### config.mk
export PLATFORM = sky130hd
export DESIGN_NAME = byte_serializer_flat
export DESIGN_NICKNAME = d
export VERILOG_FILES = /design/src/rtl/byte_serializer_if.sv /design/src/rtl/byte_serializer.sv /design/src/flat_wrapper.sv
export SDC_FILE = /design/constraint.sdc
export NUM_CORES = 1
export LEC_CHECK = 0
export CORE_MARGIN = 3
export CORE_UTILIZATION = 40
export CTS_CLUSTER_DIAMETER = 200
export CTS_CLUSTER_SIZE = 20
export DETAILED_ROUTE_END_ITERATION = 8
export HOLD_SLACK_MARGIN = 0.1
export PLACE_DENSITY_LB_ADDON = 0.2
export RECOVER_POWER = 50
export SETUP_SLACK_MARGIN = 0.05
export SLEW_MARGIN = 20
export SYNTH_ARGS = -nofsm -noshare
export SYNTH_HDL_FRONTEND = slang
export SYNTH_SLANG_ARGS = --single-unit
export TNS_END_PERCENT = 5
### constraint.sdc
create_clock -name clk -period 2.31 [get_ports clk]
set_clock_uncertainty 0.15 [all_clocks]
set_input_delay 0.693 -clock clk [delete_from_list [all_inputs] [get_ports clk]]
set_output_delay 0.693 -clock clk [all_outputs]
set_load 0.05 [all_outputs]
### src/rtl/byte_serializer_if.sv
// Load/ready handshake and serial output bundle for byte_serializer.
// master drives data/load; slave (the serializer) returns ready and the serial stream.
interface byte_serializer_if #(
  parameter int WIDTH = 8
);
  logic [WIDTH-1:0] data;
  logic             load;
  logic             ready;
  logic             serial_out;
  logic             serial_valid;
  logic             busy;
  logic             done;

  modport master (
    output data, load,
    input  ready, serial_out, serial_valid, busy, done
  );

  modport slave (
    input  data, load,
    output ready, serial_out, serial_valid, busy, done
  );
endinterface

### src/rtl/byte_serializer.sv
// Parallel-to-serial frame transmitter; optional even parity bit when PARITY_EN is defined.
// Latency: first bit the cycle after accept, done after the last bit, ready the cycle after done.
// Backpressure: ready only in IDLE; load while not ready is dropped, never queued.
module byte_serializer #(
  parameter int WIDTH      = 8,
  parameter int BIT_CYCLES = 1,
  parameter bit LSB_FIRST  = 1'b1
) (
  input  logic         clk,
  input  logic         reset,
  byte_serializer_if.slave bus
);

  localparam int BCW = $clog2(WIDTH + 1);
  localparam int CCW = $clog2(BIT_CYCLES + 1);
  localparam logic [BCW-1:0] BIT_LAST = BCW'(WIDTH - 1);
  localparam logic [CCW-1:0] CYC_LAST = CCW'(BIT_CYCLES - 1);

  localparam logic [1:0] IDLE   = 2'd0;
  localparam logic [1:0] SHIFT  = 2'd1;
`ifdef PARITY_EN
  localparam logic [1:0] PARITY = 2'd2;
`endif
  localparam logic [1:0] DONE   = 2'd3;

  logic [1:0]       state;
  logic [WIDTH-1:0] shreg;
  logic [BCW-1:0]   bit_cnt;
  logic [CCW-1:0]   cyc_cnt;
  logic             bit_end;
  logic             shift_bit;
  logic             in_parity;
  logic             parity_out;

`ifdef PARITY_EN
  logic             parity_q;
`endif

  assign bit_end   = (cyc_cnt == CYC_LAST);
  assign shift_bit = LSB_FIRST ? shreg[0] : shreg[WIDTH-1];

  always_ff @(posedge clk) begin
    if (reset) begin
      state   <= IDLE;
      shreg   <= '0;
      bit_cnt <= '0;
      cyc_cnt <= '0;
`ifdef PARITY_EN
      parity_q <= 1'b0;
`endif
    end else begin
      case (state)
        IDLE: begin
          if (bus.load) begin
            state   <= SHIFT;
            shreg   <= bus.data;
            bit_cnt <= '0;
            cyc_cnt <= '0;
`ifdef PARITY_EN
            parity_q <= ^bus.data;
`endif
          end
        end

        SHIFT: begin
          if (bit_end) begin
            cyc_cnt <= '0;
            shreg   <= LSB_FIRST ? (shreg >> 1) : (shreg << 1);
            if (bit_cnt == BIT_LAST) begin
              bit_cnt <= '0;
`ifdef PARITY_EN
              state   <= PARITY;
`else
              state   <= DONE;
`endif
            end else begin
              bit_cnt <= bit_cnt + 1'b1;
            end
          end else begin
            cyc_cnt <= cyc_cnt + 1'b1;
          end
        end

`ifdef PARITY_EN
        PARITY: begin
          if (bit_end) begin
            cyc_cnt <= '0;
            state   <= DONE;
          end else begin
            cyc_cnt <= cyc_cnt + 1'b1;
          end
        end
`endif

        DONE:    state <= IDLE;
        default: state <= IDLE;
      endcase
    end
  end

`ifdef PARITY_EN
  assign in_parity  = (state == PARITY);
  assign parity_out = in_parity & parity_q;
`else
  assign in_parity  = 1'b0;
  assign parity_out = 1'b0;
`endif

  // Outputs decode straight from state so reset values appear the cycle after reset.
  assign bus.ready        = (state == IDLE);
  assign bus.busy         = (state == SHIFT) | in_parity;
  assign bus.serial_valid = (state == SHIFT) | in_parity;
  assign bus.done         = (state == DONE);
  assign bus.serial_out   = ((state == SHIFT) & shift_bit) | parity_out;

endmodule

### src/flat_wrapper.sv
// flat-port wrapper written by rule: the top's interface ports become plain ports
module byte_serializer_flat 
#(
  parameter int WIDTH      = 8,
  parameter int BIT_CYCLES = 1,
  parameter bit LSB_FIRST  = 1'b1
)
  (clk, reset, bus_data, bus_load, bus_ready, bus_serial_out, bus_serial_valid, bus_busy, bus_done);
  byte_serializer_if #(.WIDTH(WIDTH)) bus_i ();
  input  logic clk;
  input  logic reset;
  input wire logic [$bits(bus_i.data)-1:0] bus_data;
  input wire logic [$bits(bus_i.load)-1:0] bus_load;
  output wire logic [$bits(bus_i.ready)-1:0] bus_ready;
  output wire logic [$bits(bus_i.serial_out)-1:0] bus_serial_out;
  output wire logic [$bits(bus_i.serial_valid)-1:0] bus_serial_valid;
  output wire logic [$bits(bus_i.busy)-1:0] bus_busy;
  output wire logic [$bits(bus_i.done)-1:0] bus_done;
  assign bus_i.data = bus_data;
  assign bus_i.load = bus_load;
  assign bus_ready = bus_i.ready;
  assign bus_serial_out = bus_i.serial_out;
  assign bus_serial_valid = bus_i.serial_valid;
  assign bus_busy = bus_i.busy;
  assign bus_done = bus_i.done;
  byte_serializer #(.WIDTH(WIDTH), .BIT_CYCLES(BIT_CYCLES), .LSB_FIRST(LSB_FIRST)) u_core (.clk(clk), .reset(reset), .bus(bus_i));
endmodule
* Word-level counts from Yosys, hierarchy flattened
Index checks and enable logic that the tools add are counted.
** Operators by class
- Bitwise operators :: 1
- Multiplexer cells :: 14
- Add/sub/neg operators :: 2
- Equality and inequality tests :: 6
- Reductions and logical operators :: 5
** Operator list (number)
- $mux W8 :: 2
- $pmux W8 S2 :: 1
- $mux W4 :: 3
- $pmux W4 S2 :: 1
- $mux W2 :: 3
- $reduce_and A3 Y1 :: 2
- $add A4 B1 Y4 const B :: 1
- $eq A4 B3 Y1 const B :: 1
- $ne A2 B2 Y1 const B :: 2
- $pmux W2 S2 :: 1
- $eq A2 B1 Y1 const B :: 1
- $eq A2 B2 Y1 const B :: 1
- $logic_not A2 Y1 :: 1
- $mux W1 :: 2
- $ne A2 B1 Y1 const B :: 1
- $pmux W1 S2 :: 1
- $reduce_and A2 Y1 :: 1
- $reduce_bool A2 Y1 :: 1
- $add A1 B1 Y1 const B :: 1
- $and A1 B1 Y1 :: 1
** Storage, ports and cells
- Input port bits :: 11
- Output and inout bits :: 5
- Logic and storage cells :: 32
- Register bits after elaboration :: 15

* Logic depth before layout (Yosys ltp)
- Depth in word-level cells :: 4
- Mapped depth :: 6
- Mapped depth without buffers :: 4

* Worst setup path after synthesis
Ideal clock, no wire load.
- Path kind :: register -> output
- From :: register u_core.state[1]
- To :: output port bus_serial_out
- Path slack :: 82 ps
- Data arrival time :: 1385 ps
- Required time :: 1467 ps
- Stages on the path, launching flop included :: 5
- Path buffers :: 2
- Path through :: dfxtp_1 > buf_6 > nand2b_1 > clkbuf_1 > nor2_1
** Between the ends
- Cells in the longest elaborated chain, start to end :: 2
** RTL lines
- start: declaration :: RTL line byte_serializer.sv:26 : logic [1:0] state;
- start signal: assignment :: RTL line byte_serializer.sv:44 : state <= IDLE;
- start signal: assignment :: RTL line byte_serializer.sv:55 : state <= SHIFT;
- start signal: assignment :: RTL line byte_serializer.sv:74 : state <= DONE;
- $eq A2 B1 Y1 :: RTL line byte_serializer.sv:114 : assign bus.serial_out = ((state == SHIFT) & shift_bit) | parity_out;
- $and A1 B1 Y1 :: RTL line byte_serializer.sv:114
- end: declaration :: RTL line flat_wrapper.sv:15 : output wire logic [$bits(bus_i.serial_out)-1:0] bus_serial_out;
No other way between the ends.

* Final worst setup path
- From :: register u_core.state[1]
- To :: output port bus_serial_valid
** Between the ends
- Cells in the longest elaborated chain, start to end :: 1
** RTL lines
- $eq A2 B1 Y1 :: RTL line byte_serializer.sv:112 : assign bus.serial_valid = (state == SHIFT) | in_parity;
- end: declaration :: RTL line flat_wrapper.sv:16 : output wire logic [$bits(bus_i.serial_valid)-1:0] bus_serial_valid;
No other way between the ends.

==> results.yml <==
critical_path:
  critPathSlowestCell: "dfxtp_1"
  r2r_start: "u_core.bit_cnt[0]"
  end_kind: "output pin"
  worst_ep_required_time_ps: 1470
  crit_arrival_ps: 1230
  slowest_delay_ps: 310
  startpoint_type: "register"
  critPathKind: "register to output pin"
  startpoint: "u_core.state[1]"
  path_max_fanout: 9
  cp_cell_sequence: "nand2b_1 > inv_2 > buf_12"
clock_tree:
  cts_sinks: 14
  htree_levels: 1
  cts.reportedPaths.clkPinSlew_ps: 80
  cts_resized: 0
  cts_setup_buffers: 0
  clockBufferDepth: 2
  insertion_delay_ps: 280
  ctsHoldBuffers: 0
  cts_tree: "done"
  root_buffer: "clkbuf_4"
  cts_made_buffers: 3
place:
  port_buffers: 15
  post_dp_cell_area_um2: 890
  preCtsSetupSlack_ps: 40.5
  gp_congestion: 0.733
  post-dp-hpwl_um: 995
  placed_cells: 111
cells_and_area:
  fin_util_pct: 60.1
  drive_gt1_share_pct: 15.2
  diodes: 0
  layout_common_cells: "dfxtp_1, nor2_1, nand2_1"
  fill_cells: 140
  final_common_cell: "dfxtp_1"
  stdcell_area_um2: 916
  syn2layout_area_growth_pct: 38.4
  fin_cells: 115
  fin_nets: 112
drt:
  vias_per_cell: 5.20
  via_count: 598
  routedLengthMet1_um: 662
  wl_mm: 1.39
  drtAntennaViolNets: 0
  drc: 0
  wl_per_cell_um: 12.0
  top_layer_used: "met4"
  wl_met2_um: 608
  wl_met3_um: 100
  drt_iter0_markers: 9
  drt_first_pass_iters: 4
die:
  die_h_um: 46.7
  core-area_um2: 1520
  start_util_pct: 43.4
  num_io_pins: 16
  rows: 14
  die-width_um: 46.7
  dieArea_um2: 2180
power_and_ir_drop:
  p_per_area_nw_per_um2: 602
  pwr-share-clk_pct: 31.7
  seqPwrFrac_pct: 47.9
  switching_share_pct: 26.4
  power.switching_uw: 145
  combPwrFrac_pct: 20.4
  ir_drop_v: 0.000333
  power.leakage_nw: 0.364
  power.internal_uw: 406
  p_total_uw: 551
grt:
  overflow: 0
  grt_pass1_wl_mm: 2.20
  grt_usage_pct: 14.5
  grt_max_degree: 12
  first_global_vias: 500
  antenna_found_initial: 0
timing:
  hold_viol_final: 0
  setup_viol: 0
  max_freq_mhz: 482
  period_needed_ps: 2080
  setup_slack_ps: 234
  fin_hold_ws_ps: 330
  relSlewSlack_pct: 77.0
  timing.setup.tns_ps: 0
  rsz0062_at_grt: "false"
  finalCritPeriodShare_pct: 89.9
  worst_pin_slew_ps: 345
  slew_viol_final: 0
synthesis:
  yosys-top-cells-area: "dfxtp_1, nand2_1, nor2_1"
  synth_area_per_cell_um2: 8.27
  async_flop_share_pct: 0
  synth_area_um2: 662
  synth_top_area_cell: "dfxtp_1"
  ys.flop_type: "dfxtp_1"
  synthCells: 80
  synth_edf_count: 0
  ys_warn_count: 0
  syn_nets: 92
  synth_seq_cells: 14
  synth_top_area_share_pct: 42.3
  synth.distinct_cells: 28
  yosysSeqAreaShare_pct: 42.3
worst_hold_path:
  min-delay-start: "u_core.shreg[0]"
  min_path_type: "register to register"
run_status:
  status: "complete, no violations"
job:
  cap_violations: 0
## logic make-up after synthesis
logic type	after synthesis	synth area share (%)
compound gates	22	25.0
fa+ha+maj	1	1.89
buf+inv	9	7.37
flops	14	42.3
simple gates	34	23.4
## synth_stat cells (all sizes together), types with 2 or more instances
| cell type | count |
|---|---|
| buf | 3 |
| nand2b | 2 |
| a221oi | 2 |
| a211oi | 4 |
| clkbuf | 3 |
| a22oi | 2 |
| dfxtp | 14 |
| a21oi | 7 |
| inv | 3 |
| nand2 | 12 |
| nor2 | 12 |
| nor3 | 2 |
## cell type report
type / count / area, um2 / area share [%]
tap: 16 / 20.0 / 2.19
clock buffer: 4 / 36.3 / 3.96
inverter: 3 / 11.3 / 1.23
sequential: 14 / 280 / 30.6
timing repair buffer: 21 / 235 / 25.7
multi-input combinational: 57 / 333 / 36.3
## critical path, delay by kind of cell, from the launching register on
family,cells,cell delay (ps)
flops,1,310
simple gates,1,240
buf+inv,2,410
## registers in the layout, summed over array words and instances (netlist names)
register,count
u_core.state,2
u_core.shreg,8
u_core.bit_cnt,4
## final timing paths
| path | slack (ps) | end | depth (start not counted) |
|---|---|---|---|
| max | 230 | bus_serial_valid | 3 |
| min | 330 | u_core.shreg[0] | 2 |
| max reg2reg | 740 | u_core.bit_cnt[3] | 3 |
| min reg2reg | 330 | u_core.shreg[0] | 2 |
## power groups by stage
stage               clock [mW]  sequential (mW)  combinational, mW
floorplan                    0            0.267             0.0646
global route             0.187            0.266              0.122
CTS                      0.180            0.264              0.116
detailed placement           0            0.269              0.116
finish                   0.175            0.264              0.112
global placement             0            0.269              0.115
## per-layer routing
layer,vias to the layer above,global-route usage [%]
li1,316,-
met1,258,19.3
met2,22,20.9
met3,2,2.34
met4,0,9.94
met5,-,0
(Power assumes the default switching activity.)
